[config.mk]
export PLATFORM = sky130hd
export DESIGN_NAME = line_frame_ctrl
export DESIGN_NICKNAME = d
export VERILOG_FILES = /design/src/rtl/median_pkg.sv /design/src/rtl/sync_edge_det.sv /design/src/rtl/line_frame_ctrl.sv
export SDC_FILE = /design/constraint.sdc
export NUM_CORES = 1
export LEC_CHECK = 0
export BUFFER_PORTS_ARGS = -buffer_cell sky130_fd_sc_hd__buf_2
export CAP_MARGIN = 20
export CORE_MARGIN = 2
export CORE_UTILIZATION = 53
export CTS_CLUSTER_SIZE = 20
export DETAILED_ROUTE_END_ITERATION = 10
export HOLD_SLACK_MARGIN = 0.02
export PLACE_DENSITY = 0.88
export REMOVE_ABC_BUFFERS = 1
export SLEW_MARGIN = 30
export SYNTH_ARGS = -nofsm -noshare
export SYNTH_HDL_FRONTEND = slang
export SYNTH_SLANG_ARGS = --single-unit
[constraint.sdc]
create_clock -name clk -period 2.5 [get_ports clk]
set_clock_uncertainty 0.2 [all_clocks]
set_input_delay 0.375 -clock clk [delete_from_list [all_inputs] [get_ports clk]]
set_output_delay 0.375 -clock clk [all_outputs]
set_load 0.005 [all_outputs]
[src/rtl/median_pkg.sv]
// -----------------------------------------------------------------------------
// median_pkg
// Shared definitions for the median-filter video path:
//   - default geometry constants for the line/frame controller
//   - event classification enum used by the controller's decode stage
//   - sel_inc(): line-buffer index increment modulo the number of buffers
// -----------------------------------------------------------------------------
package median_pkg;

  localparam int DEF_ADDR_W    = 11;
  localparam int DEF_ROW_W     = 11;
  localparam int DEF_NUM_LINES = 3;

  // What the controller does this cycle. Frame sync outranks line sync,
  // and pixels arriving on a sync cycle are treated as blanking.
  typedef enum logic [1:0] {
    EV_IDLE,
    EV_PIXEL,
    EV_LINE,
    EV_FRAME
  } ctrl_ev_e;

  // Next line-buffer index in the rotation 0 .. num-1.
  function automatic int unsigned sel_inc(input int unsigned sel,
                                          input int unsigned num);
    return (sel + 32'd1 >= num) ? 32'd0 : sel + 32'd1;
  endfunction

endpackage

[src/rtl/sync_edge_det.sv]
// -----------------------------------------------------------------------------
// sync_edge_det
// Rising-edge detector for a signal already synchronous to clk.
// The registered copy resets to RST_VAL, so with RST_VAL=1 a level that is
// already high when reset releases does not produce a pulse.
//
// Ports:
//   clk     in  clock, rising edge
//   rst     in  synchronous active-low reset
//   i_sig   in  level to watch
//   o_rise  out combinational pulse: i_sig high and previous sample low
// -----------------------------------------------------------------------------
module sync_edge_det #(
  parameter logic RST_VAL = 1'b1
) (
  input  logic clk,
  input  logic rst,
  input  logic i_sig,
  output logic o_rise
);

  logic r_q;

  // NOTE: sequential state is written with non-blocking assignments only, so
  // every register samples the pre-edge values of its neighbours.
  always_ff @(posedge clk) begin
    if (!rst) begin
      r_q <= RST_VAL;
    end else begin
      r_q <= i_sig;
    end
  end

  assign o_rise = i_sig & ~r_q;

endmodule

[src/rtl/line_frame_ctrl.sv]
// -----------------------------------------------------------------------------
// line_frame_ctrl
// Pixel address counter and line/frame bookkeeping for the line-buffer bank
// feeding the NxN median window. Counts pixels within a line, records the
// width of the last non-empty line and the height of the last frame, and
// rotates the write target over NUM_LINES line buffers.
//
// Ports:
//   clk         in  clock, rising edge
//   rst         in  synchronous active-low reset
//   vsync       in  frame sync (active high, rising edge used)
//   hsync       in  line sync (active high, rising edge used)
//   pix_en      in  pixel valid this cycle
//   addr        out write address for the pixel presented this cycle
//   width       out pixel count of the last completed non-empty line
//   row         out index of the line currently being written
//   height      out non-empty line count of the last completed frame
//   wr_sel      out line buffer currently written
//   old_sel     out line buffer holding the oldest stored line
//   window_rdy  out enough rows stored for a full window
//   line_done   out one-cycle pulse per completed non-empty line
//   frame_done  out one-cycle pulse per vsync edge
//   ovf         out sticky within a frame: address or row counter saturated
// -----------------------------------------------------------------------------
module line_frame_ctrl
  import median_pkg::*;
#(
  parameter  int ADDR_W    = DEF_ADDR_W,
  parameter  int ROW_W     = DEF_ROW_W,
  parameter  int NUM_LINES = DEF_NUM_LINES,
  localparam int SEL_W     = $clog2(NUM_LINES)
) (
  input  logic              clk,
  input  logic              rst,
  input  logic              vsync,
  input  logic              hsync,
  input  logic              pix_en,
  output logic [ADDR_W-1:0] addr,
  output logic [ADDR_W-1:0] width,
  output logic [ROW_W-1:0]  row,
  output logic [ROW_W-1:0]  height,
  output logic [SEL_W-1:0]  wr_sel,
  output logic [SEL_W-1:0]  old_sel,
  output logic              window_rdy,
  output logic              line_done,
  output logic              frame_done,
  output logic              ovf
);

  logic [ADDR_W-1:0] r_addr;
  logic [ADDR_W-1:0] r_width;
  logic [ROW_W-1:0]  r_row;
  logic [ROW_W-1:0]  r_height;
  logic [SEL_W-1:0]  r_wr_sel;
  logic              r_line_done;
  logic              r_frame_done;
  logic              r_ovf;

  logic              w_hs_rise;
  logic              w_vs_rise;
  ctrl_ev_e          w_ev;
  logic              w_line_open;
  logic              w_addr_max;
  logic              w_row_max;
  logic [ROW_W-1:0]  w_row_inc;
  logic [SEL_W-1:0]  w_sel_next;

  // Sync registers reset high: a sync level already asserted at reset
  // release is not mistaken for a fresh edge.
  sync_edge_det #(.RST_VAL(1'b1)) u_hs_edge (
    .clk    (clk),
    .rst    (rst),
    .i_sig  (hsync),
    .o_rise (w_hs_rise)
  );

  sync_edge_det #(.RST_VAL(1'b1)) u_vs_edge (
    .clk    (clk),
    .rst    (rst),
    .i_sig  (vsync),
    .o_rise (w_vs_rise)
  );

  // NOTE: every always_comb output gets a default first, so no path leaves
  // it unassigned and no latch is inferred.
  always_comb begin
    w_ev = EV_IDLE;
    if (w_vs_rise) begin
      w_ev = EV_FRAME;
    end else if (w_hs_rise) begin
      w_ev = EV_LINE;
    end else if (pix_en) begin
      w_ev = EV_PIXEL;
    end
  end

  assign w_line_open = (r_addr != '0);
  assign w_addr_max  = &r_addr;
  assign w_row_max   = &r_row;
  assign w_row_inc   = w_row_max ? r_row : r_row + ROW_W'(1);
  assign w_sel_next  = SEL_W'(sel_inc(32'(r_wr_sel), 32'(NUM_LINES)));

  always_ff @(posedge clk) begin
    if (!rst) begin
      r_addr       <= '0;
      r_width      <= '0;
      r_row        <= '0;
      r_height     <= '0;
      r_wr_sel     <= '0;
      r_line_done  <= 1'b0;
      r_frame_done <= 1'b0;
      r_ovf        <= 1'b0;
    end else begin
      r_line_done  <= 1'b0;
      r_frame_done <= 1'b0;

      case (w_ev)
        EV_PIXEL: begin
          if (w_addr_max) begin
            r_ovf <= 1'b1;
          end else begin
            r_addr <= r_addr + ADDR_W'(1);
          end
        end

        // Blank lines (no pixels since the last sync) are invisible: no
        // row advance, no rotation, no pulse.
        EV_LINE: begin
          if (w_line_open) begin
            r_width     <= r_addr;
            r_addr      <= '0;
            r_row       <= w_row_inc;
            r_wr_sel    <= w_sel_next;
            r_line_done <= 1'b1;
            if (w_row_max) begin
              r_ovf <= 1'b1;
            end
          end
        end

        // Frame sync closes any open line first, so the height includes it;
        // the whole frame context then restarts from buffer 0.
        EV_FRAME: begin
          if (w_line_open) begin
            r_width     <= r_addr;
            r_height    <= w_row_inc;
            r_line_done <= 1'b1;
          end else begin
            r_height    <= r_row;
          end
          r_addr       <= '0;
          r_row        <= '0;
          r_wr_sel     <= '0;
          r_ovf        <= 1'b0;
          r_frame_done <= 1'b1;
        end

        default: begin
        end
      endcase
    end
  end

  assign addr       = r_addr;
  assign width      = r_width;
  assign row        = r_row;
  assign height     = r_height;
  assign wr_sel     = r_wr_sel;
  assign line_done  = r_line_done;
  assign frame_done = r_frame_done;
  assign ovf        = r_ovf;
  assign old_sel    = w_sel_next;
  assign window_rdy = (r_row >= ROW_W'(NUM_LINES - 1));

endmodule

==> run summary, run 1 <==
RePlAce Congestion = 0.909
worst vdd ir = 0.314 mV
critical path peak fanout = 12
Clock Tree Root = clkbuf_8
router iterations before antenna repair = 4
top cell family by delay on the critical path = simple AND/OR/NAND/NOR gates
largest area contributor in the netlist = dfxtp_1
status = completed
fin crit share = 91.8%
Hold-fix buffers, CTS = 0
Clk Latency, worst-skew pair = 0.31 ns
slowest CP cell = dfxtp_1
unrepaired setup endpoints after global routing = false
initial antenna violation count = 0
worst reg2reg startpoint = addr[0]
Area growth syn-to-layout = 15.8%
syn avg cell area = 8.35 um^2
largest net degree at the start of global routing = 29
EDFF count, synth = 0
DRT iter0 DRCs = 166
data required time at the worst endpoint = 2.50 ns
Synth area leaders = dfxtp_1, nand2_1, xor2_1, nor2_1, nand3_1
row count = 24
IO Pins = 57
#FFs+latches synth = 51
Final ANT Viol Nets = 0
Min-Delay Startpoint = hsync
Worst-path clk slew = 0.09 ns
total die area = 5140 um^2
Yosys warnings = 0
CTS Sinks = 51
worst slew pin tran = 0.547 ns
Max-Cap Viols = 0
# setup viols final = 0
vias = 2302
Syn Inst Count = 291
Seq/Total Area, Yosys = 42.0%
most common cell in the netlist = dfxtp_1
distinct cell type count of the synthesized netlist = 43
R2R depth = 7
HP Class = primary input to register
TritonCTS clock tree = built
grt ovf = 0
Reg-to-Reg End = addr[5]
Diodes inserted = 0
Worst Setup Path Type = register to register
WHS Path Cells = 2
die width = 71.7 um
post-DP HPWL = 4180 um
first-pass GRT wire length = 9640 um
CTS Buffer Depth = 2
worst path arrival time = 2.29 ns
initial core utilization = 55.4%
PwrDens = 510 nW/um^2
Net count, final = 351
final hold violation count = 0
top cells by instance count after synthesis = dfxtp_1, nand2_1, nor2_1
critical path cell sequence = ha_1 > nand3_1 > or3_4 > a221oi_2 > buf_4 > or3_2 > a21oi_2
IO Port Bufs = 56
CP max stage delay = 0.47 ns
Final TNS setup = 0 ns
Setup Fix Bufs, Post-CTS = 0
Total GRT Usage = 23.6%
headroom to the max-slew limit = 63.5%
PostCTS Resize Cnt = 0
Fmax = 436 MHz
CP endpoint kind = register
Buf+Inv Stages, Crit Path = 1
Die H = 71.7 um
Fillers = 379
H-tree levels = 2
final slew viol count = 0
R2R setup slack = 0.20 ns
fraction of layout instances using a drive strength above 1 = 24.8%
Avg WL per Cell = 14.8 um
vias per inst = 5.83
end point of the worst hold path = u_hs_edge.r_q
Main synth FF type = dfxtp_1
number of global-route vias before repair = 2093
Pleak = 1.19 nW
CP startpoint kind = register
Core Region = 4380 um^2
fraction of registers with async set or reset after synthesis = 0%
drc violations = 0
post-synth top area share = 42.0%
final wirelength = 5830 um
CTS buffer count = 5
clock period minus worst slack = 2.30 ns
Mapped Area = 2430 um^2
dpl cells = 387
Non-Filler Instances = 395
-- report_power, final --
part | total, mW | switching (mW) | internal, mW
combinational | 0.133 | 0.0843 | 0.0487
sequential | 0.837 | 0.0104 | 0.826
clock | 0.466 | 0.273 | 0.192
-- layout by cell type, fill, tap and decap left out, types with 3 or more instances in the layout --
master	n
nor4_1	3
xor2_1	14
a21oi_2	4
clkinv_2	3
and3_1	3
clkbuf_8	5
or3_2	4
o21ai_1	7
nand3_1	15
nor3_1	3
nand2_1	36
ha_1	4
nor2_1	27
dfxtp_1	51
o21ai_0	11
mux2i_1	5
a21oi_1	13
a31oi_1	4
nand2b_1	4
a21boi_0	9
nand4_1	12
and2_1	4
inv_1	8
buf_2	56
buf_4	7
nor2b_1	6
-- final cells by class --
type	instances	area, um^2	share of cell area [%]
inverter	8	30.0	1.07
clock inverter	3	15.0	0.534
clock buffer	5	68.8	2.45
timing repair buffer	63	333	11.8
multi-input combinational	213	1280	45.5
tap	52	65.1	2.31
sequential	51	1020	36.3
-- through the flow --
stage / utilization, % / worst slack (ns) / hold slack, ns / cell area (um^2) / power, mW
after floorplan: - / 0.0677 / 0.248 / 2330 / 0.931
after global placement: 62.3 / 0.275 / 0.248 / 2730 / 0.984
after detailed placement: 62.3 / 0.236 / 0.260 / 2730 / 0.988
after CTS: 64.2 / 0.215 / 0.0739 / 2810 / 1.44
after global routing: 64.2 / 0.0106 / 0.0815 / 2810 / 1.49
final: 64.2 / 0.205 / 0.0730 / 2810 / 1.44
-- worst max path at each step --
stage	from	end	slack [ns]	cells past startpoint
2_1_floorplan	addr[0]	addr[5]	0.07	7
3_3_place_gp	addr[1]	ovf	0.27	8
3_5_place_dp	addr[0]	ovf	0.24	8
4_1_cts	addr[0]	ovf	0.22	8
5_1_grt	addr[0]	ovf	0.01	8
6_report	addr[0]	addr[5]	0.20	7
-- layer usage --
metal	up-vias	global-route usage (%)	share of wire [%]	wire, um
li1	1115	-	-	-
met1	1079	28.2	42	2450
met2	91	40.9	49	2840
met3	17	5.34	6.8	399
met4	0	9.85	2.4	142
met5	-	0	0	0
-- cells by family after synthesis --
family | Yosys count | share of synthesized area, %
compound gates | 58 | 15.3
xor+xnor | 16 | 5.77
fa+ha+maj | 4 | 2.06
buf+inv | 27 | 5.25
flops | 51 | 42.0
mux | 5 | 2.06
simple gates | 130 | 27.5
-- state kept, by name (all words and copies together), names as in the netlist --
name,cells
wr_sel,2
u_vs_edge.r_q,1
line_done,1
u_hs_edge.r_q,1
row,11
height,11
addr,11
width,11
ovf,1
frame_done,1
No activity file was read; power rests on OpenSTA's default activity.
==> inputs of run 2 (changes only) <==
--- a/config.mk
+++ b/config.mk
@@ -8,11 +8,11 @@
 export BUFFER_PORTS_ARGS = -buffer_cell sky130_fd_sc_hd__buf_2
 export CAP_MARGIN = 20
 export CORE_MARGIN = 2
-export CORE_UTILIZATION = 53
+export CORE_UTILIZATION = 42
 export CTS_CLUSTER_SIZE = 20
 export DETAILED_ROUTE_END_ITERATION = 10
 export HOLD_SLACK_MARGIN = 0.02
-export PLACE_DENSITY = 0.88
+export PLACE_DENSITY = 0.74
 export REMOVE_ABC_BUFFERS = 1
 export SLEW_MARGIN = 30
 export SYNTH_ARGS = -nofsm -noshare
==> constraint.sdc (replaced) <==
create_clock -name clk -period 2.5 [get_ports clk]
set_clock_uncertainty 0.2 [all_clocks]
set_input_delay 0.375 -clock clk [delete_from_list [all_inputs] [get_ports clk]]
set_output_delay 0.375 -clock clk [all_outputs]
set_load 0.01 [all_outputs]
==> run 2 against run 1 <==
  * Utilization is 12 points lower
  * Via count is 3.6% lower
  * Clock-buffer cell count is 1 higher
  * Largest cell class unchanged
  * Largest power group unchanged
==> run summary, run 2 (synthesis gave the netlist of run 1 again) <==
status = completed
HP Class = primary input to register
metal3 WL = 257 um
fraction of layout instances using a drive strength above 1 = 25.7%
Area growth syn-to-layout = 19.4%
slowest CP cell = dfxtp_1
largest net degree at the start of global routing = 29
unrepaired setup endpoints after global routing = false
Final TNS setup = 0 ns
IO Pins = 57
switching power = 373 uW
Die H = 80.1 um
CP startpoint kind = register
Fillers = 542
# setup viols final = 0
critical path cell sequence = inv_1 > ha_1 > nor4b_2 > nand3_2 > buf_4 > nand4_1 > or4_1 > nand2_1
initial antenna violation count = 0
worst vdd ir = 0.274 mV
CTS Sinks = 51
clock period minus worst slack = 2.28 ns
Setup Slack @ Placement = 0.0937 ns
critical path peak fanout = 13
Max-Cap Viols = 0
data required time at the worst endpoint = 2.55 ns
Clk Latency, worst-skew pair = 0.31 ns
Final ANT Viol Nets = 0
Final Cell Area = 2900 um^2
Worst Setup Path Type = register to register
Core Region = 5540 um^2
Diodes inserted = 0
drc violations = 0
Avg WL per Cell = 14.0 um
final wirelength = 5830 um
final hold violation count = 0
TritonCTS clock tree = built
combinational power share = 8.9%
CP endpoint kind = register
Non-Filler Instances = 418
number of global-route vias before repair = 1923
Pint = 1.20 mW
metal2 WL = 2670 um
RePlAce Congestion = 0.856
highest routed layer = met4
Worst-path clk slew = 0.10 ns
Sw Ratio = 23.7%
Total GRT Usage = 18.9%
DRT iter0 DRCs = 104
headroom to the max-slew limit = 65.0%
Pleak = 1.23 nW
Clk pwr share = 37.9%
post-DP HPWL = 4160 um
CP max stage delay = 0.46 ns
footprint of the multi-input gates = 1290 um^2
grt ovf = 0
router iterations before antenna repair = 4
Hold-fix buffers, CTS = 0
IO Port Bufs = 56
H-tree levels = 2
first-pass GRT wire length = 9470 um
CTS Buffer Depth = 2
vias = 2219
Fmax = 438 MHz
Clock Tree Root = clkbuf_8
commonest non-fill, non-tap cells in the layout = buf_2, dfxtp_1, nand2_1, nor2_1, nand3_1
die width = 80.1 um
Reg area = 1020 um^2
initial core utilization = 43.9%
worst path arrival time = 2.34 ns
commonest non-fill, non-tap cell in the layout = buf_2
final slew viol count = 0
dpl cells = 410
fin crit share = 91.3%
power share of the sequential group = 53.1%
row count = 27
worst slew pin tran = 0.521 ns
total die area = 6410 um^2
PwrDens = 543 nW/um^2
setup ws final = 0.216 ns
vias per inst = 5.31
CTS buffer count = 5
Net count, final = 354
wl on met1 = 2830 um
DP Area = 2780 um^2
-- run 2: cell count changes in the layout (fill, tap and decap cells not counted), sizes merged --
cell    change
buf         +3
clkinv      -2
bufinv      +1
clkbuf      +1
-- run 2: stage by stage --
step                hold WS [ns]  util, %  total power [mW]
floorplan                  0.248        -             0.936
global placement           0.246     50.1             0.991
detailed placement         0.254     50.1             0.995
CTS                       0.0704     52.3              1.59
global route              0.0776     52.4              1.64
finish                    0.0731     52.4              1.57
-- run 2: final timing paths --
kind,start,endpoint,slack (ns),cells after the start
hold reg to reg,width[8],width[8],0.27,2
hold / removal,vsync,u_vs_edge.r_q,0.07,2
setup reg to reg,addr[0],row[8],0.22,8
setup / recovery,addr[0],row[8],0.22,8
-- run 2: final cells by class --
type	count	share of cell area [%]
Multi-Input combinational cell	213	44.4
Sequential cell	51	35.2
Timing Repair Buffer	66	12.2
Tap cell	72	3.10
Clock buffer	6	2.85
Clock inverter	2	1.21
Inverter	8	1.03
-- run 2: timing repair --
action / CTS / global route
endpoints found under the setup margin: 0 / 33
resized for setup: 0 / 1
setup buffers: 0 / 0
-- run 2: worst max-delay path: cells and delay by family (launching register included) --
kind,cells,cell delay [ns]
and+or+nand+nor,5,1.09
DFF,1,0.46
buffers and inverters,2,0.30
adders and majority gates,1,0.19
-- run 2: power groups by stage --
stage / Sequential, mW / Clock [mW] / Combinational, mW
detailed placement: 0.856 / 0 / 0.139
CTS: 0.837 / 0.609 / 0.140
global placement: 0.855 / 0 / 0.137
global route: 0.839 / 0.648 / 0.156
floorplan: 0.861 / 0 / 0.0751
finish: 0.837 / 0.598 / 0.140
-- run 2: metal layers --
| metal | up-vias | GRT usage [%] |
|---|---|---|
| met5 | - | 0 |
| met4 | 0 | 6.44 |
| met3 | 6 | 4.04 |
| met2 | 56 | 30.0 |
| met1 | 1031 | 25.4 |
| li1 | 1126 | - |
==> inputs of run 3 (changes only) <==
--- a/config.mk
+++ b/config.mk
@@ -5,15 +5,16 @@
 export SDC_FILE = /design/constraint.sdc
 export NUM_CORES = 1
 export LEC_CHECK = 0
+export ABC_CLOCK_PERIOD_IN_PS = 2500
 export BUFFER_PORTS_ARGS = -buffer_cell sky130_fd_sc_hd__buf_2
 export CAP_MARGIN = 20
-export CORE_MARGIN = 2
 export CORE_UTILIZATION = 42
 export CTS_CLUSTER_SIZE = 20
 export DETAILED_ROUTE_END_ITERATION = 10
 export HOLD_SLACK_MARGIN = 0.02
 export PLACE_DENSITY = 0.74
 export REMOVE_ABC_BUFFERS = 1
+export SKIP_LAST_GASP = 1
 export SLEW_MARGIN = 30
 export SYNTH_ARGS = -nofsm -noshare
 export SYNTH_HDL_FRONTEND = slang
==> run 3 against run 2 <==
  * Worst hold slack got worse by 0.0081 ns
  * Non-clock buffer count fell by 1
  * Sequential share of layout area rose by 0.091 points
  * Register-to-register slack worse by 0.02 ns
  * Fmax is 0.69% lower
  * Via count down 0.50%
  * Flip-flop and latch count did not move
  * Clock-buffer cell count did not move
  * Utilization shrank 0.14 points
  * Global-route usage is 1.7 points higher
  * Clock power is essentially flat
  * Largest power group unchanged
  * Highest routed layer unchanged
==> run summary, run 3 (synthesis gave the netlist of run 1 again) <==
Diodes inserted = 0
Avg WL per Cell = 14.0 um
IO Port Bufs = 56
commonest non-fill, non-tap cell in the layout = buf_2
Core Region = 5540 um^2
# setup viols final = 0
Final ANT Viol Nets = 0
worst path arrival time = 2.30 ns
HP Class = primary input to register
DRT iter0 DRCs = 148
grt ovf = 0
worst reg2reg startpoint = addr[0]
Final TNS setup = 0 ns
number of global-route vias before repair = 2051
Setup Slack @ Placement = 0.176 ns
worst slew pin tran = 0.496 ns
IO Pins = 57
H-tree levels = 2
drc violations = 0
CP startpoint kind = register
Net count, final = 353
R2R setup slack = 0.20 ns
CTS buffer count = 5
TritonCTS clock tree = built
final wirelength = 5830 um
fin crit share = 92.0%
setup ws final = 0.200 ns
Clock Tree Root = clkbuf_8
Max-Cap Viols = 0
worst vdd ir = 0.338 mV
CTS Buffer Depth = 2
Fmax = 435 MHz
Critical Path End = addr[2]
data required time at the worst endpoint = 2.50 ns
Clk Latency, worst-skew pair = 0.32 ns
Setup Fix Bufs, Post-CTS = 0
row count = 27
Area growth syn-to-layout = 19.1%
RePlAce Congestion = 0.876
initial antenna violation count = 0
footprint of the multi-input gates = 1290 um^2
unrepaired setup endpoints after global routing = false
status = completed
largest net degree at the start of global routing = 29
final hold violation count = 0
Non-Filler Instances = 417
clock period minus worst slack = 2.30 ns
Pleak = 1.22 nW
Total GRT Usage = 20.6%
vias = 2208
Fillers = 558
Worst Setup Path Type = register to register
initial core utilization = 43.9%
Worst-path clk slew = 0.09 ns
met3 usage = 3.60%
final slew viol count = 0
CTS Sinks = 51
commonest non-fill, non-tap cells in the layout = buf_2, dfxtp_1, nand2_1, nor2_1, nand3_1
total die area = 6090 um^2
Reg-to-Reg End = addr[2]
Die H = 78.1 um
layer with the highest usage = met2
Critical Path Start = addr[0]
post-DP HPWL = 4190 um
Reg area = 1020 um^2
vias per inst = 5.29
fraction of layout instances using a drive strength above 1 = 25.5%
first-pass GRT wire length = 9840 um
router iterations before antenna repair = 4
PwrDens = 544 nW/um^2
grt met2 use = 33.7%
dpl cells = 409
die width = 78.1 um
R2R depth = 7
critical path peak fanout = 12
CP endpoint kind = register
met1 usage = 26.6%
headroom to the max-slew limit = 66.6%
## run 3: changes by cell type in the layout (fill, tap and decap cells not counted), sizes merged
cell / previous run / this run
buf: 66 / 65
## run 3: worst min-delay path by stage
| stage | startpoint | cells after the start | slack, ns | to |
|---|---|---|---|---|
| after floorplan | rst | 1 | 0.25 | u_hs_edge.r_q |
| after global placement | width[9] | 2 | 0.24 | width[9] |
| after detailed placement | width[3] | 2 | 0.25 | width[3] |
| after CTS | vsync | 2 | 0.06 | u_vs_edge.r_q |
| after global routing | vsync | 2 | 0.07 | u_vs_edge.r_q |
| final | vsync | 2 | 0.07 | u_vs_edge.r_q |
## run 3: final cells by class
type                            instances  area share (%)
Inverter                                8            1.04
Clock buffer                            6            2.85
Timing Repair Buffer                   65            12.0
Multi-Input combinational cell        213            44.5
Sequential cell                        51            35.3
Clock inverter                          2            1.21
Tap cell                               72            3.11
## run 3: worst max-delay path, cell delays in order (launching register included)
cell and delay (ns):
dfxtp_1 0.47, ha_1 0.22, nand3_1 0.17, or3_4 0.45, a221oi_2 0.28, buf_4 0.22
or3_2 0.14, a21oi_2 0.05
## run 3: timing repair
action / 4_1_cts / 5_1_grt
endpoints found under the setup margin: 0 / 6
hold buffers: 0 / 0
gates resized for setup: 0 / 1
## run 3: power by group
group          switching, mW  internal [mW]
sequential            0.0105          0.826
clock                  0.273          0.324
combinational         0.0892         0.0511
total                  0.373           1.20
## run 3: stage by stage
step / power, mW / util, % / hold slack, ns / instance area (um^2)
floorplan: 0.936 / - / 0.248 / 2330
global placement: 0.992 / 50.0 / 0.245 / 2770
detailed placement: 0.996 / 50.0 / 0.254 / 2770
CTS: 1.58 / 52.1 / 0.0637 / 2890
global route: 1.63 / 52.2 / 0.0691 / 2890
finish: 1.57 / 52.2 / 0.0650 / 2890
## run 3: metal layers
metal | vias to the layer above | wire length (um)
met3 | 9 | 311
met5 | - | 0
li1 | 1119 | -
met1 | 1013 | 2610
met4 | 0 | 95
met2 | 67 | 2820
